--- src/rtl/mealy_run_zero_detector.sv ---
// mealy_run_zero_detector: flags a 0 that ends a run of 1s whose length lies in [MIN_ONES, MAX_ONES],
// with a registered copy of the flag and a saturating detection counter with a sticky overflow bit.
module mealy_run_zero_detector #(
    parameter int MIN_ONES = 1,
    parameter int MAX_ONES = 0,
    parameter int RUN_W    = 4,
    parameter int CNT_W    = 8
) (
    input  logic             clk,
    input  logic             rst,
    input  logic             en,
    input  logic             x,
    input  logic             clr_cnt,
    output logic             y,
    output logic             y_q,
    output logic [1:0]       state,
    output logic [RUN_W-1:0] run_len,
    output logic [CNT_W-1:0] det_cnt,
    output logic             det_ovf
);
    typedef enum logic [1:0] {IDLE = 2'b00, RUN = 2'b01, ARMED = 2'b10, OVER = 2'b11} state_t;
    localparam logic [RUN_W-1:0] MIN_L = RUN_W'(MIN_ONES);
    localparam logic [RUN_W-1:0] MAX_L = RUN_W'(MAX_ONES);
    logic [RUN_W-1:0] run_q, run_d;
    logic [CNT_W-1:0] cnt_q, cnt_d;
    logic             ovf_q, ovf_d, in_win, cnt_full;
    state_t           st;
    always_ff @(posedge clk or negedge rst) begin
        if (!rst) begin
            run_q <= '0;
            y_q   <= 1'b0;
            cnt_q <= '0;
            ovf_q <= 1'b0;
        end else begin
            run_q <= run_d;
            y_q   <= y;
            cnt_q <= cnt_d;
            ovf_q <= ovf_d;
        end
    end
    // State is a pure decode of the run length; no separate state register exists.
    always_comb begin
        in_win   = (run_q >= MIN_L) && (MAX_ONES == 0 || run_q <= MAX_L);
        y        = en & ~x & in_win;
        run_d    = !en ? run_q : !x ? '0 : (&run_q) ? run_q : run_q + 1'b1;
        st       = run_q == '0 ? IDLE : run_q < MIN_L ? RUN : in_win ? ARMED : OVER;
        cnt_full = &cnt_q;
        cnt_d    = clr_cnt ? CNT_W'(y) : (y && cnt_full) ? cnt_q : cnt_q + CNT_W'(y);
        ovf_d    = !clr_cnt && (ovf_q || (y && cnt_full));
    end
    assign state   = st;
    assign run_len = run_q;
    assign det_cnt = cnt_q;
    assign det_ovf = ovf_q;
endmodule

--- config.mk ---
export PLATFORM = sky130hd
export DESIGN_NAME = mealy_run_zero_detector
export DESIGN_NICKNAME = d
export VERILOG_FILES = /design/src/rtl/mealy_run_zero_detector.sv
export SDC_FILE = /design/constraint.sdc
export NUM_CORES = 1
export LEC_CHECK = 0
export BUFFER_PORTS_ARGS = -buffer_cell sky130_fd_sc_hd__buf_2
export CAP_MARGIN = 25
export CORE_MARGIN = 2
export CORE_UTILIZATION = 54
export DETAILED_ROUTE_END_ITERATION = 7
export PLACE_DENSITY = 0.85
export SYNTH_ARGS = -nofsm -noshare
export SYNTH_HDL_FRONTEND = slang
export SYNTH_SLANG_ARGS = --single-unit
--- constraint.sdc ---
create_clock -name clk -period 3.3 [get_ports clk]
set_input_delay 0.165 -clock clk [delete_from_list [all_inputs] [get_ports clk]]
set_output_delay 0.165 -clock clk [all_outputs]
set_load 0.1 [all_outputs]
==> reports/qor.txt, run 1 <==
Status: completed
Starting Density: 57.0%
Clock transition at path regs: 0.09 ns
DP Cell Count: 125
Site Rows: 14
Final setup violating endpoints: 0
Clock tree from TritonCTS: done
H-tree depth: 1
Comb power frac: 37.7%
R2R Setup Slk: 0.90 ns
Max Slew Vio Count: 0
Final Hold Fails: 0
Worst-case clock buffer depth: 2
Sw frac: 45.0%
Largest area contributor in the netlist: dfrtp_1
Die span in x: 43.9 µm
Net switching power: 0.230 mW
Post-synth EDFFs: 0
Max FO, Critical Path: 13
RSZ-0062 raised after global routing: no
Post-Route WL: 1730 µm
Hold path cells: 2
DP HPWL: 1300 µm
Type of origin of the critical path: flip-flop
Core area: 1510 µm²
Largest family of logic cells by synthesized area: simple AND/OR/NAND/NOR gates
Vias in the first global route: 647
Cts bufs inserted: 3
Xor and xnor fraction of the mapped netlist area: 0%
Syn Nets: 100
Predominant post-synthesis flop cell: dfrtp_1
Post-CTS sizing: 0
Worst min-delay path class: in2reg
Grt total ovfl: 0
Maxcap violations: 0
Yosys top cell area share: 40.8%
Async SR Flop Fraction: 100%
Ports: 22
Sequential power share: 37.9%
Synth warn: 0
Post-synthesis sequential element count: 14
Pleak: 0.499 nW
Final period utilization: 72.8%
Post-synthesis mux area share: 6.56%
Most frequent cells after synthesis: dfrtp_1, nand3_1, nor2_1
WL per Instance: 13.3 µm
Synthesized area: 858 µm²
Syn Area/Cell: 9.64 µm²
Worst Hold Endpoint: run_len[2]
Setup TNS: 0 ns
Number of port buffers: 21
Cell area after layout: 1020 µm²
Final Non-Filler Cells: 130
Post-placement cell area: 976 µm²
Chip Height: 43.9 µm
R2r endpoint: det_cnt[4]
Root Driver: clkbuf_4
Initial antenna violation count: 0
Sequential area share after synthesis: 40.8%
P&R area growth vs syn: 19.1%
Die Footprint: 1920 µm²
Setup Buffers After CTS: 0
Initial DRT Pass Iterations: 4
Simple-gate share of the synthesized area: 21.3%
Hold Path Origin: en
Ant diodes: 0
DRC violations left: 0
# nets final: 126
Tightest Pin Transition: 0.487 ns
R2r worst-path depth: 9
Clock share of power: 24.4%
Fmax achieved: 416 MHz
First-pass GRT wire length: 2850 µm
Post-synthesis adder-cell area fraction: 8.75%
Clock Sink Count: 14
Largest net degree at the start of global routing: 16
Gpl congestion: 0.892
Final Skew: 0.00320 ns
Synth cell types: 29
Complex-gate fraction of the synthesized area: 19.1%
DRT iter0 DRCs: 16
Count leader, synth: dfrtp_1
Syn Inst Count: 89
CP Data Arrival Time: 2.58 ns
Maximum vdd drop: 0.336 mV
RR Startpoint: run_len[0]
Relative slew margins: 67.8%
Vias per inst: 5.70
Crit. End Element: flip-flop
Total track usage: 20.7%
Proportion of layout cells with a drive suffix above 1: 31.6%
Number of routed nets with antenna violations: 0
Worst-skew pair later-pin latency: 0.28 ns
CP Class: reg2reg
Final critical-path required period: 2.40 ns
Top post-synthesis cells by area: dfrtp_1, ha_1, mux2_4, nand3_1, a21oi_1
CP required: 3.48 ns
Via Count: 741
Pwr Density: 500 nW/µm²
Internal: 0.281 mW
what timing repair did:
item / CTS / global route
hold buffers: 1 / 0
endpoints found under the hold margin: 14 / 0
endpoints found under the setup margin: 0 / 0
critical path, cell delays in order, from the launching register on:
cell      delay (ns)
dfrtp_1         0.45
inv_1           0.12
ha_1            0.25
a311oi_2        0.23
buf_4           0.23
ha_1            0.22
ha_1            0.22
nand3_1         0.11
a21oi_2         0.15
mux2_4          0.31
layout make-up:
type	instances	area (µm²)
Inverter	4	15.0
Timing Repair Buffer	23	123
Tap cell	16	20.0
Fill cell	121	484
Sequential cell	14	350
Multi-Input combinational cell	69	478
Clock buffer	4	36.3
power by group through the flow:
| stage | sequential (mW) | clock, mW | combinational (mW) |
|---|---|---|---|
| 2_1_floorplan | 0.261 | 0 | 0.0955 |
| 3_3_place_gp | 0.196 | 0 | 0.191 |
| 3_5_place_dp | 0.196 | 0 | 0.193 |
| 4_1_cts | 0.193 | 0.129 | 0.194 |
| 5_1_grt | 0.196 | 0.139 | 0.204 |
| 6_report | 0.194 | 0.125 | 0.192 |
sequential cells by signal (all words and copies together) (netlist names):
name and flops:
det_cnt 8, det_ovf 1, run_len 4, y_q 1
placed cells by master, fill, tap and decap left out, types with 3 or more instances in the layout:
cell	n
nand2_1	6
nor2_1	8
nand3_1	8
nor2b_1	4
dfrtp_1	14
buf_2	21
inv_1	3
o21ai_1	5
clkbuf_4	3
mux2_4	3
a21oi_1	7
ha_1	6
through the flow:
| stage | total power [mW] | utilization (%) | hold WS [ns] | setup slack, ns |
|---|---|---|---|---|
| floorplan | 0.357 | - | -0.131 | 0.108 |
| global placement | 0.387 | 64.8 | 0.0743 | 1.04 |
| detailed placement | 0.389 | 64.8 | 0.0749 | 0.925 |
| CTS | 0.516 | 67.9 | 0.140 | 0.906 |
| global route | 0.539 | 67.9 | 0.142 | 0.735 |
| finish | 0.511 | 67.9 | 0.146 | 0.897 |
worst max-delay path by stage:
stage          startpoint          to  depth (start not counted)
2_1_floorplan  run_len[0]  det_cnt[4]                          9
3_3_place_gp   run_len[0]  det_cnt[4]                          9
3_5_place_dp   run_len[0]  det_cnt[4]                          9
4_1_cts        run_len[0]  det_cnt[4]                          9
5_1_grt        run_len[1]  det_cnt[4]                          9
6_report       run_len[0]  det_cnt[4]                          9
kinds of logic (layout without fill, tap and decap cells):
family	count (synthesis)	in the layout
flops	14	14
buf+inv	6	31
compound gates	24	24
mux	4	4
simple gates	35	35
fa+ha+maj	6	6
per-layer routing:
| layer | routed length (µm) | up-vias | track usage (%) |
|---|---|---|---|
| li1 | - | 376 | - |
| met1 | 755 | 347 | 26.9 |
| met2 | 902 | 16 | 30.6 |
| met3 | 67 | 2 | 6.67 |
| met4 | 8 | 0 | 10.9 |
| met5 | 0 | - | 0 |
No activity file was read; power rests on OpenSTA's default activity.
==> inputs of run 2 (changes only) <==
--- a/config.mk
+++ b/config.mk
@@ -8,9 +8,9 @@
 export BUFFER_PORTS_ARGS = -buffer_cell sky130_fd_sc_hd__buf_2
 export CAP_MARGIN = 25
 export CORE_MARGIN = 2
-export CORE_UTILIZATION = 54
+export CORE_UTILIZATION = 46
 export DETAILED_ROUTE_END_ITERATION = 7
-export PLACE_DENSITY = 0.85
+export PLACE_DENSITY = 0.78
 export SYNTH_ARGS = -nofsm -noshare
 export SYNTH_HDL_FRONTEND = slang
 export SYNTH_SLANG_ARGS = --single-unit
==> constraint.sdc (replaced) <==
create_clock -name clk -period 1.93 [get_ports clk]
set_input_delay 0.0965 -clock clk [delete_from_list [all_inputs] [get_ports clk]]
set_output_delay 0.0965 -clock clk [all_outputs]
set_load 0.1 [all_outputs]
==> reports/qor.txt, run 2 (synthesis results as in run 1) <==
Status: finished with violations (was completed)
Failing checks: setup timing
Hold Path Origin: en (unchanged)
Die span in x: 47.2 µm (was 43.9 µm)
Clock tree from TritonCTS: done (unchanged)
RSZ-0062 raised after global routing: yes (was no)
CP Data Arrival Time: 2.22 ns (was 2.58 ns)
Max Slew Vio Count: 0 (unchanged)
Worst path bufs/invs: 2 (unchanged)
Max FO, Critical Path: 4 (was 13)
Type of origin of the critical path: flip-flop (unchanged)
DP HPWL: 1380 µm (was 1300 µm)
Crit-path cells: inv_4 > ha_4 > inv_2 > a311oi_4 > ha_4 > ha_4 > nand3_2 > a21oi_2 > mux2_4 (was inv_1 > ha_1 > a311oi_2 > buf_4 > ha_1 > ha_1 > nand3_1 > a21oi_2 > mux2_4)
Cell area after layout: 1200 µm² (was 1020 µm²)
Comb power frac: 42.3% (was 37.7%)
P&R area growth vs syn: 39.8% (was 19.1%)
Net switching power: 0.438 mW (was 0.230 mW)
Grt total ovfl: 0 (unchanged)
H-tree depth: 1 (unchanged)
Most frequent cells in the layout: buf_2, dfrtp_1, buf_4 (was buf_2, dfrtp_1, nor2_1, nand3_1, a21oi_1)
Chip Height: 47.2 µm (was 43.9 µm)
Proportion of layout cells with a drive suffix above 1: 48.4% (was 31.6%)
Final Skew: 0.0134 ns (was 0.00320 ns)
Final critical-path required period: 2.05 ns (was 2.40 ns)
WL per Instance: 14.4 µm (was 13.3 µm)
Final Hold Fails: 0 (unchanged)
Worst min-delay path class: in2reg (unchanged)
Critical Path Start: run_len[1] (was run_len[0])
Worst-skew pair later-pin latency: 0.29 ns (was 0.28 ns)
Final worst slack: -0.124 ns (was 0.897 ns)
Clock Sink Count: 14 (unchanged)
R2R Setup Slk: -0.12 ns (was 0.90 ns)
Setup TNS: -0.332 ns (was 0 ns)
RR Startpoint: run_len[1] (was run_len[0])
Final Non-Filler Cells: 147 (was 130)
DRT iter0 DRCs: 33 (was 16)
Max reg flops: 8 (unchanged)
Gpl congestion: 0.795 (was 0.892)
CP Class: reg2reg (unchanged)
Largest stage delay, worst path: 0.51 ns (was 0.45 ns)
Initial antenna violation count: 0 (unchanged)
Total track usage: 22.4% (was 20.7%)
Root Driver: clkbuf_4 (unchanged)
Cell mode on critical path: ha_4 (was ha_1)
Post-Route WL: 2110 µm (was 1730 µm)
Die Footprint: 2230 µm² (was 1920 µm²)
DRC violations left: 0 (unchanged)
Pleak: 0.537 nW (was 0.499 nW)
Clock transition at path regs: 0.11 ns (was 0.09 ns)
DP Cell Count: 141 (was 125)
Starting Density: 49.2% (was 57.0%)
Vias in the first global route: 725 (was 647)
Via Count: 805 (was 741)
Clock share of power: 23.1% (was 24.4%)
Final period utilization: 106% (was 72.8%)
Number of port buffers: 21 (unchanged)
Pwr Density: 807 nW/µm² (was 500 nW/µm²)
Crit path max-delay cell type: dfrtp_4 (was dfrtp_1)
Cell family with most CP delay: flip-flops (was adder cells)
Total Power: 0.968 mW (was 0.511 mW)
Core area: 1750 µm² (was 1510 µm²)
Internal: 0.530 mW (was 0.281 mW)
Ports: 22 (unchanged)
Tightest Pin Transition: 0.488 ns (was 0.487 ns)
Crit. End Element: flip-flop (unchanged)
Sw frac: 45.3% (was 45.0%)
Maximum vdd drop: 0.687 mV (was 0.336 mV)
Sequential power share: 34.6% (was 37.9%)
Fmax achieved: 487 MHz (was 416 MHz)
Vias per inst: 5.48 (was 5.70)
Largest net degree at the start of global routing: 16 (unchanged)
Cts bufs inserted: 3 (unchanged)
Ant diodes: 0 (unchanged)
CP required: 2.10 ns (was 3.48 ns)
Number of routed nets with antenna violations: 0 (unchanged)
Worst-case clock buffer depth: 2 (unchanged)
Final setup violating endpoints: 4 (was 0)
Most common cell after layout, fill and taps aside: buf_2 (unchanged)
# nets final: 134 (was 126)
Maxcap violations: 0 (unchanged)
Relative slew margins: 67.7% (was 67.8%)
Initial DRT Pass Iterations: 4 (unchanged)
First-pass GRT wire length: 3450 µm (was 2850 µm)
Site Rows: 15 (was 14)
Post-placement cell area: 1120 µm² (was 976 µm²)
Utilization after layout: 68.7% (was 67.9%)
## run 2: changes by cell type in the layout (fill, tap and decap cells not counted), sizes merged
cell  change
buf       +8
## run 2: power groups by stage
| stage | logic (mW) | clock network (mW) | registers, mW |
|---|---|---|---|
| 3_5_place_dp | 0.387 | 0 | 0.341 |
| 4_1_cts | 0.408 | 0.222 | 0.333 |
| 3_3_place_gp | 0.383 | 0 | 0.339 |
| 2_1_floorplan | 0.176 | 0 | 0.459 |
| 5_1_grt | 0.434 | 0.237 | 0.337 |
| 6_report | 0.409 | 0.224 | 0.335 |
## run 2: path summary, 6_finish.rpt
kind,end,cells past startpoint
max in group asynchronous,run_len[0],2
min reg2reg,det_ovf,2
min,run_len[2],2
max,det_cnt[4],9
min in group asynchronous,det_cnt[7],2
max reg2reg,det_cnt[4],9
## run 2: metal layers
metal | up-vias | GRT usage, % | share of wire [%]
met1 | 388 | 31.8 | 47
met4 | 0 | 11.1 | 0.99
li1 | 391 | - | -
met5 | - | 0 | 0
met3 | 2 | 2.31 | 3.0
met2 | 24 | 34.0 | 49
## run 2: stage by stage
| stage | worst slack [ns] | hold slack (ns) |
|---|---|---|
| 4_1_cts | -0.0770 | 0.0747 |
| 5_1_grt | -0.154 | 0.0958 |
| 3_3_place_gp | -0.0359 | 0.00673 |
| 3_5_place_dp | -0.116 | 0.0165 |
| 6_report | -0.124 | 0.0873 |
| 2_1_floorplan | -0.537 | -0.199 |
## run 2: worst register-to-register path, stage by stage (launching register included)
cell,delay [ns]
dfrtp_4,0.51
inv_4,0.09
ha_4,0.12
inv_2,0.04
a311oi_4,0.30
ha_4,0.21
ha_4,0.15
nand3_2,0.08
a21oi_2,0.14
mux2_4,0.31
## run 2: cell type report
type | instances | area, µm²
well taps | 25 | 31.3
flip-flops and latches | 14 | 360
repair buffers | 31 | 198
fillers | 130 | 546
inverters | 4 | 20.0
multi-input cells | 69 | 554
clock buffers | 4 | 36.3
## run 2: timing repair
action	4_1_cts	5_1_grt
pin swaps	3	2
gates resized for setup	3	1
hold buffers	1	0
endpoints found under the hold margin	14	0
setup endpoints to repair	4	6
buffers inserted	1	1
